--- config.mk ---
export PLATFORM = sky130hd
export DESIGN_NAME = text_console_flat
export DESIGN_NICKNAME = d
export VERILOG_FILES = /design/src/rtl/text_console_if.sv /design/src/rtl/text_console.sv /design/src/flat_wrapper.sv
export SDC_FILE = /design/constraint.sdc
export NUM_CORES = 1
export LEC_CHECK = 0
export BUFFER_PORTS_ARGS = -buffer_cell sky130_fd_sc_hd__buf_2
export CAP_MARGIN = 20
export CORE_UTILIZATION = 50
export DETAILED_ROUTE_END_ITERATION = 8
export PLACE_DENSITY = 0.77
export SKIP_CTS_REPAIR_TIMING = 1
export SYNTH_ARGS = -nofsm -noshare
export SYNTH_HDL_FRONTEND = slang
export SYNTH_SLANG_ARGS = --single-unit
--- constraint.sdc ---
create_clock -name clk_25mhz -period 2.94 [get_ports clk_25mhz]
set_clock_uncertainty 0.2 [all_clocks]
set_input_delay 0.147 -clock clk_25mhz [delete_from_list [all_inputs] [get_ports clk_25mhz]]
set_output_delay 0.147 -clock clk_25mhz [all_outputs]
set_load 0.02 [all_outputs]
--- src/rtl/text_console_if.sv ---
// ============================================================================
// Module : text_console_if
// Brief  : Byte-stream input and Wishbone write port of the text console.
// Rev    : 1.0  initial release
// ============================================================================
`default_nettype none

interface text_console_if;
    logic [7:0]  in_data;
    logic        in_valid;
    logic        in_ready;
    logic [12:0] adr_o;
    logic [31:0] dat_o;
    logic [3:0]  sel_o;
    logic        we_o;
    logic        stb_o;
    logic        ack_i;

    // Console side: consumes the byte stream, initiates bus writes
    modport master (
        input  in_data, in_valid, ack_i,
        output in_ready, adr_o, dat_o, sel_o, we_o, stb_o
    );

    // Environment side: byte source and character-RAM target
    modport slave (
        output in_data, in_valid, ack_i,
        input  in_ready, adr_o, dat_o, sel_o, we_o, stb_o
    );
endinterface

`default_nettype wire

--- src/rtl/text_console.sv ---
// ============================================================================
// Module : text_console
// Brief  : Byte stream to 80x60 character-RAM writer with cursor tracking,
//          control codes (LF, CR, BS, FF) and line/screen clearing.
//          Optional feature macro: CONSOLE_TAB_EN (0x09 advances to next tab
//          stop of 8 columns; undefined means 0x09 is ignored).
// Rev    : 1.0  initial release
// ============================================================================
`default_nettype none

module text_console #(
    parameter int unsigned COLS = 80,
    parameter int unsigned ROWS = 60,
    parameter logic [7:0]  FILL = 8'h20
) (
    input  wire              clk_25mhz,
    input  wire              rst_i,
    text_console_if.master   bus,
    output logic [6:0]       cur_col,
    output logic [5:0]       cur_row,
    output logic             busy
);

    localparam logic [1:0]  c_S_IDLE   = 2'd0;
    localparam logic [1:0]  c_S_CHAR   = 2'd1;
    localparam logic [1:0]  c_S_CLR    = 2'd2;

    localparam logic [12:0] c_LAST_ADR = 13'(ROWS * COLS - 1);
    localparam logic [12:0] c_COLS_M1  = 13'(COLS - 1);
    localparam logic [6:0]  c_LAST_COL = 7'(COLS - 1);
    localparam logic [5:0]  c_LAST_ROW = 6'(ROWS - 1);

    logic [1:0]  r_state, w_state_nxt;
    logic [6:0]  r_col,   w_col_nxt;
    logic [5:0]  r_row,   w_row_nxt;
    logic [12:0] r_adr,   w_adr_nxt;
    logic [12:0] r_end,   w_end_nxt;
    logic [31:0] r_dat,   w_dat_nxt;
    logic        r_stb,   w_stb_nxt;

    logic        w_newline;
    logic [5:0]  w_nl_row;
    logic [12:0] w_cur_base;
    logic [12:0] w_nl_base;
`ifdef CONSOLE_TAB_EN
    logic [7:0]  w_tab_col;
    assign w_tab_col = ({1'b0, r_col} | 8'h07) + 8'd1;
`endif

    // Row a newline moves to: wraps to the top, the screen never scrolls
    assign w_nl_row = (r_row == c_LAST_ROW) ? 6'd0 : r_row + 6'd1;

    generate
        if (COLS == 80) begin : g_base_shift
            // row*80 = row*64 + row*16
            assign w_cur_base = ({7'd0, r_row} << 6) + ({7'd0, r_row} << 4);
            assign w_nl_base  = ({7'd0, w_nl_row} << 6) + ({7'd0, w_nl_row} << 4);
        end else begin : g_base_mul
            assign w_cur_base = {7'd0, r_row} * 13'(COLS);
            assign w_nl_base  = {7'd0, w_nl_row} * 13'(COLS);
        end
    endgenerate

    // State and datapath registers; reset launches a full-screen clear
    always_ff @(posedge clk_25mhz) begin
        if (rst_i) begin
            r_state <= c_S_CLR;
            r_col   <= 7'd0;
            r_row   <= 6'd0;
            r_adr   <= 13'd0;
            r_end   <= c_LAST_ADR;
            r_dat   <= 32'd0;
            r_stb   <= 1'b0;
        end else begin
            r_state <= w_state_nxt;
            r_col   <= w_col_nxt;
            r_row   <= w_row_nxt;
            r_adr   <= w_adr_nxt;
            r_end   <= w_end_nxt;
            r_dat   <= w_dat_nxt;
            r_stb   <= w_stb_nxt;
        end
    end

    // Next-state logic: byte decode, bus handshake, cursor and clear sequencing
    always_comb begin
        w_state_nxt = r_state;
        w_col_nxt   = r_col;
        w_row_nxt   = r_row;
        w_adr_nxt   = r_adr;
        w_end_nxt   = r_end;
        w_dat_nxt   = r_dat;
        w_stb_nxt   = r_stb;
        w_newline   = 1'b0;

        case (r_state)
            c_S_IDLE: begin
                if (bus.in_valid) begin
                    if (bus.in_data >= 8'h20 && bus.in_data <= 8'h7E) begin
                        w_state_nxt = c_S_CHAR;
                        w_adr_nxt   = w_cur_base + {6'd0, r_col};
                        w_dat_nxt   = {24'd0, bus.in_data};
                        w_stb_nxt   = 1'b1;
                    end else begin
                        case (bus.in_data)
                            8'h0A: w_newline = 1'b1;
                            8'h0D: w_col_nxt = 7'd0;
                            8'h08: begin
                                if (r_col != 7'd0) begin
                                    w_col_nxt = r_col - 7'd1;
                                end
                            end
                            8'h0C: begin
                                w_col_nxt   = 7'd0;
                                w_row_nxt   = 6'd0;
                                w_adr_nxt   = 13'd0;
                                w_end_nxt   = c_LAST_ADR;
                                w_dat_nxt   = {24'd0, FILL};
                                w_stb_nxt   = 1'b1;
                                w_state_nxt = c_S_CLR;
                            end
`ifdef CONSOLE_TAB_EN
                            8'h09: begin
                                if (w_tab_col >= 8'(COLS)) begin
                                    w_newline = 1'b1;
                                end else begin
                                    w_col_nxt = w_tab_col[6:0];
                                end
                            end
`endif
                            default: ;
                        endcase
                    end
                end
            end
            c_S_CHAR: begin
                if (bus.ack_i) begin
                    if (r_col == c_LAST_COL) begin
                        w_newline = 1'b1;
                    end else begin
                        w_col_nxt   = r_col + 7'd1;
                        w_stb_nxt   = 1'b0;
                        w_state_nxt = c_S_IDLE;
                    end
                end
            end
            c_S_CLR: begin
                // First cycle after reset has stb low: raise it for the start address
                if (!r_stb) begin
                    w_stb_nxt = 1'b1;
                    w_dat_nxt = {24'd0, FILL};
                end else if (bus.ack_i) begin
                    if (r_adr == r_end) begin
                        w_stb_nxt   = 1'b0;
                        w_state_nxt = c_S_IDLE;
                    end else begin
                        w_adr_nxt = r_adr + 13'd1;
                    end
                end
            end
            default: begin
                w_stb_nxt   = 1'b0;
                w_state_nxt = c_S_IDLE;
            end
        endcase

        // Newline: home column, next row, then blank that row
        if (w_newline) begin
            w_col_nxt   = 7'd0;
            w_row_nxt   = w_nl_row;
            w_adr_nxt   = w_nl_base;
            w_end_nxt   = w_nl_base + c_COLS_M1;
            w_dat_nxt   = {24'd0, FILL};
            w_stb_nxt   = 1'b1;
            w_state_nxt = c_S_CLR;
        end
    end

    // Outputs: bus signals come straight from registers, status from state
    always_comb begin
        bus.in_ready = (r_state == c_S_IDLE);
        busy         = (r_state != c_S_IDLE);
        bus.stb_o    = r_stb;
        bus.we_o     = r_stb;
        bus.adr_o    = r_adr;
        bus.dat_o    = r_dat;
        bus.sel_o    = 4'b0001;
        cur_col      = r_col;
        cur_row      = r_row;
    end

endmodule

`default_nettype wire

--- src/flat_wrapper.sv ---
// flat-port wrapper written by rule: the top's interface ports become plain ports
module text_console_flat 
#(
    parameter int unsigned COLS = 80,
    parameter int unsigned ROWS = 60,
    parameter logic [7:0]  FILL = 8'h20
)
  (clk_25mhz, rst_i, cur_col, cur_row, busy, bus_in_data, bus_in_valid, bus_ack_i, bus_in_ready, bus_adr_o, bus_dat_o, bus_sel_o, bus_we_o, bus_stb_o);
  text_console_if bus_i ();
  input  wire clk_25mhz;
  input  wire rst_i;
  output logic [6:0] cur_col;
  output logic [5:0] cur_row;
  output logic busy;
  input wire logic [$bits(bus_i.in_data)-1:0] bus_in_data;
  input wire logic [$bits(bus_i.in_valid)-1:0] bus_in_valid;
  input wire logic [$bits(bus_i.ack_i)-1:0] bus_ack_i;
  output wire logic [$bits(bus_i.in_ready)-1:0] bus_in_ready;
  output wire logic [$bits(bus_i.adr_o)-1:0] bus_adr_o;
  output wire logic [$bits(bus_i.dat_o)-1:0] bus_dat_o;
  output wire logic [$bits(bus_i.sel_o)-1:0] bus_sel_o;
  output wire logic [$bits(bus_i.we_o)-1:0] bus_we_o;
  output wire logic [$bits(bus_i.stb_o)-1:0] bus_stb_o;
  assign bus_i.in_data = bus_in_data;
  assign bus_i.in_valid = bus_in_valid;
  assign bus_i.ack_i = bus_ack_i;
  assign bus_in_ready = bus_i.in_ready;
  assign bus_adr_o = bus_i.adr_o;
  assign bus_dat_o = bus_i.dat_o;
  assign bus_sel_o = bus_i.sel_o;
  assign bus_we_o = bus_i.we_o;
  assign bus_stb_o = bus_i.stb_o;
  text_console #(.COLS(COLS), .ROWS(ROWS), .FILL(FILL)) u_core (.clk_25mhz(clk_25mhz), .rst_i(rst_i), .bus(bus_i), .cur_col(cur_col), .cur_row(cur_row), .busy(busy));
endmodule
# After elaboration in Yosys (flattened, before gate mapping)
# Cells that the tools add are included.
# op_classes
eq_ne,29
n_mul,0
order_cmp,2
bitwise,0
n_reduce_logical,19
n_addsub,8
n_div,0
mux,57
shift,0
# ops
op,n
$mux 13,12
$mux 32,4
$pmux 32 s2,1
$mux 6,7
$mux 7,5
$eq 8x4->1 const B,4
$pmux 7 s2,2
$add 12x10->13,2
$pmux 13 s2,1
$ne 3x2->1 const B,7
$mux 2,8
$reduce_and 4->1,4
$mux 1,14
$reduce_and 7->1,2
$add 13x1->13 const B,1
$add 13x7->13,1
$add 13x7->13 const B,1
$eq 13x13->1,1
$ne 2x2->1 const B,6
$reduce_bool 2->1,6
$ge 8x6->1 const B,1
$le 8x7->1 const B,1
$add 7x1->7 const B,1
$eq 7x7->1 const B,1
18 further kinds,22
# word_totals
word_cells,123
regBits,74
mem_count,0
mem_bits_ro,0
out_inout_bits,66
in_bits,12
latchBits,0
ram_bits,0

# Longest topological paths before layout
# logic_depth
depth_word,7
ltp_mapped,13

# Worst setup path after synthesis
# No wires, ideal clock.
# synth_timing
path_kind,register to register
from,"register u_core.r_row[0], in the netlist u_core.cur_row[0]"
to,register u_core.r_end[11]
n_path_buf,0
required_ns,2.618
path_stages_with_launch,12
slack_ns,-0.257
t_arrival_ns,2.875
setup_ns,0.122
cell_sequence,dfxtp_1 ha_1 nand4_1 nor2_1 nor2_1 ha_1 inv_1 fa_1 o41ai_2 xor2_1 a2111oi_0 a311o_1
# synth_via
elab_chain_len,5
elab_cells_between_ends,6
cone_classes,3 x add/sub; 1 x eq/ne; 2 x mux
# synth_lines
item,line_no,text
start: declaration,text_console.sv:35,"logic [5:0] r_row, w_row_nxt;"
start signal: assignment,text_console.sv:77,r_row <= w_row_nxt;
$add 6x1->6 / $eq 6x6->1 (equally long branches),text_console.sv:51,assign w_nl_row = (r_row == c_LAST_ROW) ? 6'd0 : r_row + 6'd1;
$mux 6 (*),text_console.sv:51,
$add 12x10->13 (*),text_console.sv:57,"assign w_nl_base = ({7'd0, w_nl_row} << 6) + ({7'd0, w_nl_row} << 4);"
$add 13x7->13 (*),text_console.sv:172,w_end_nxt = w_nl_base + c_COLS_M1;
$mux 13 (*),text_console.sv:168,if (w_newline) begin
end signal: assignment,text_console.sv:71,r_end <= c_LAST_ADR;
end signal: assignment,text_console.sv:79,r_end <= w_end_nxt;
end: declaration,text_console.sv:37,"logic [12:0] r_end, w_end_nxt;"
# Mark *: on every way between the ends. The rest lies on a longest branch, timed or not.
# A chain may end at the register's enable or synchronous reset.

# Final worst setup path
# Same ends and word-level chain as after synthesis.

==> impl_results.md <==
- Status: finished, violations left
- Failing checks: setup timing
- Least-Margin Pin Slew: 1140 ps
- Overall power: 2.28 mW
- Setup CP Type: register to register
- Share of total power in combinational logic: 40.3%
- Mean Syn Cell Area: 7.85 µm²
- Sequential share of power: 33.7%
- Final worst slack: -13.2 ps
- Fin crit share: 100%
- NetSw: 0.883 mW
- Max Cap Viol: 0
- Quantity of I/O buffers inserted on ports: 49
- Commonest non-fill, non-tap cell in the layout: nor2_1
- Nets: 562
- Slew headroom: 23.9%
- Largest net degree at the start of global routing: 29
- Register area share after synthesis: 25.3%
- Post-synth top area cell: dfxtp_1
- WL final: 10.4 mm
- Setup_tns: -13.2 ps
- Clk buf depth: 2
- Worst path most repeated cell: buf_4
- Fillers: 618
- Maximum VDD drop: 0.334 mV
- CP Launch Type: register
- Die Span Y: 87.3 µm
- Vias: 3637
- Layout cell share with drive strength beyond 1: 22.6%
- Clk pwr share: 26.0%
- Crit-path max FO: 7
- First-pass GRT wire length: 15.8 mm
- Worst path buffer plus inverter count: 2
- Yosys cell types: 68
- Ys async rst share: 0%
- Initial Util: 52.6%
- Net Sw Frac: 38.8%
- Clock Latency Late Sink: 310 ps
- CP max stage delay: 410 ps
- Vias in the first global route: 3244
- DRC: 0
- Finished Layout Cells: 623
- CTS H-tree depth: 2
- Slowest CP cell: dfxtp_4
- Critical path arrival: 2960 ps
- Worst path cell trace: ha_4 -> nand4_1 -> nor2_4 -> buf_4 -> nor2_1 -> ha_1 -> a21oi_2 -> o41ai_4 -> xor2_1 -> buf_4 -> and4_1 -> a311o_1
- Worst endpoint required time: 2940 ps
- Area post-placement: 4000 µm²
- Leak pwr: 1.86 nW
- GR Util All Layers: 26.7%
- Row Count: 30
- Routability cong.: 0.931
- Vias/cell: 5.84
- Cells after Synth: 463
- Area Overhead vs Synth: 18.1%
- Most frequent cells in the layout: 50 x nor2_1, 49 x buf_2, 41 x dfxtp_1
- Worst path top cell family by delay: simple AND/OR/NAND/NOR gates
- Initial antenna violation count: 0
- EDFF count, synth: 0
- Final instance area: 4290 µm²
- DRT iter0 DRCs: 344
- Post-Syn Area: 3640 µm²
- Core area: 6910 µm²
- Root Driver: clkbuf_8
- Int Power: 1.39 mW
- Synth warn: 0
- # clock sinks: 46
- I/O Pins: 78
- Fmax: 339 MHz
- DIE AREA: 7620 µm²
- RSZ-0062 raised after global routing: true
- CTS tree: done
- Area contributors post-synth: dfxtp_1 25%, ha_1 7.2%, buf_4 6.4%
- Ant diodes: 0
- Tmin final: 2950 ps
- Synth top area share: 25.3%
- Clk slew on worst S/H paths: 100 ps
- Total grt overflow: 0
- Dpl cells: 607
- Final HPWL DP: 7.54 mm
- Power per Cell Area: 530 nW/µm²
- TritonRoute pass-1 iters: 5
- #FFs+latches synth: 46
- Crit path capture type: register
- Hold Vio Cnt, Final: 0
- Average routed wire per standard cell: 16.7 µm
- Detail Route Antenna Nets: 0
- Die Wd: 87.3 µm
- # setup viols final: 1
- CTS Buf Count: 5
- Max Slew Vio Count: 0
- Ys flop type: dfxtp_1
- Min-delay worst type: input pin to register
## sequential cells by signal (all words and copies together), names as in the netlist
signal            flops
u_core.bus.adr_o     13
u_core.bus.stb_o      1
u_core.cur_col        7
u_core.r_state        2
u_core.r_end          9
u_core.bus.dat_o      8
u_core.cur_row        6
## power groups by stage
stage	clock network [mW]	logic, mW	registers, mW
detailed placement	0	0.891	0.779
global route	0.624	0.998	0.775
CTS	0.597	0.894	0.765
finish	0.593	0.918	0.766
floorplan	0	0.599	0.852
global placement	0	0.870	0.775
## worst paths after layout
| check | start | to | slack, ps | depth (start not counted) |
|---|---|---|---|---|
| min reg2reg | u_core.bus.dat_o[3]$_SDFFE_PP0P_ | u_core.bus.dat_o[3]$_SDFFE_PP0P_ | 260 | 2 |
| max reg2reg | u_core.cur_row[0]$_SDFFE_PP0P_ | u_core.r_end[11]$_SDFFE_PP0P_ | -10 | 12 |
| max | u_core.cur_row[0]$_SDFFE_PP0P_ | u_core.r_end[11]$_SDFFE_PP0P_ | -10 | 12 |
| min | bus_ack_i | u_core.bus.stb_o$_SDFFE_PP0P_ | 50 | 4 |
## cell families after synthesis
kind of cell,synth area share [%]
xor+xnor,8.43
compound gates,21.1
flops,25.3
buf+inv,11.1
mux,1.14
simple gates,23.8
other cells,0.207
fa+ha+maj,8.88
## synthesized netlist by cell type (all sizes together) (7+ instances only)
master and n:
nor2 56, dfxtp 46, buf 38, nand2 37, a21oi 34, ha 21, nand3 21, xnor2 20
inv 17, clkbuf 16, xor2 15, o21ai 13, nand4 10, a22oi 9, nor3 8, nand2b 7
## final cells by class
type | instances | area, µm² | share of cell area (%)
inverter | 17 | 63.8 | 1.49
tap | 96 | 120 | 2.80
clock buffer | 6 | 82.6 | 1.92
sequential | 46 | 935 | 21.8
timing repair buffer | 84 | 536 | 12.5
multi-input combinational | 372 | 2500 | 58.2
clock inverter | 2 | 60.1 | 1.40
## routing by layer
metal | up-vias | global-route usage, % | routed length [µm]
met3 | 35 | 4.08 | 807
met5 | - | 0 | 0
li1 | 1715 | - | -
met4 | 0 | 10.1 | 330
met2 | 195 | 42.5 | 4770
met1 | 1692 | 36.2 | 4500
## worst register-to-register path, stage by stage, from the launching register on
cell	delay, ps
dfxtp_4	410
ha_4	160
nand4_1	170
nor2_4	230
buf_4	180
nor2_1	70
ha_1	330
a21oi_2	200
o41ai_4	110
xor2_1	190
buf_4	170
and4_1	150
a311o_1	300
## stage by stage
stage                     hold WS (ps)  util [%]  setup slack (ps)
after floorplan                   98.9         -              6.96
after global placement             238      57.8              83.8
after detailed placement           245      57.8              10.6
after CTS                        -68.1      59.9             -1.57
after global routing              86.0      62.2              -146
final                             50.9      62.2             -13.2
Power figures use the tool's default switching activity.
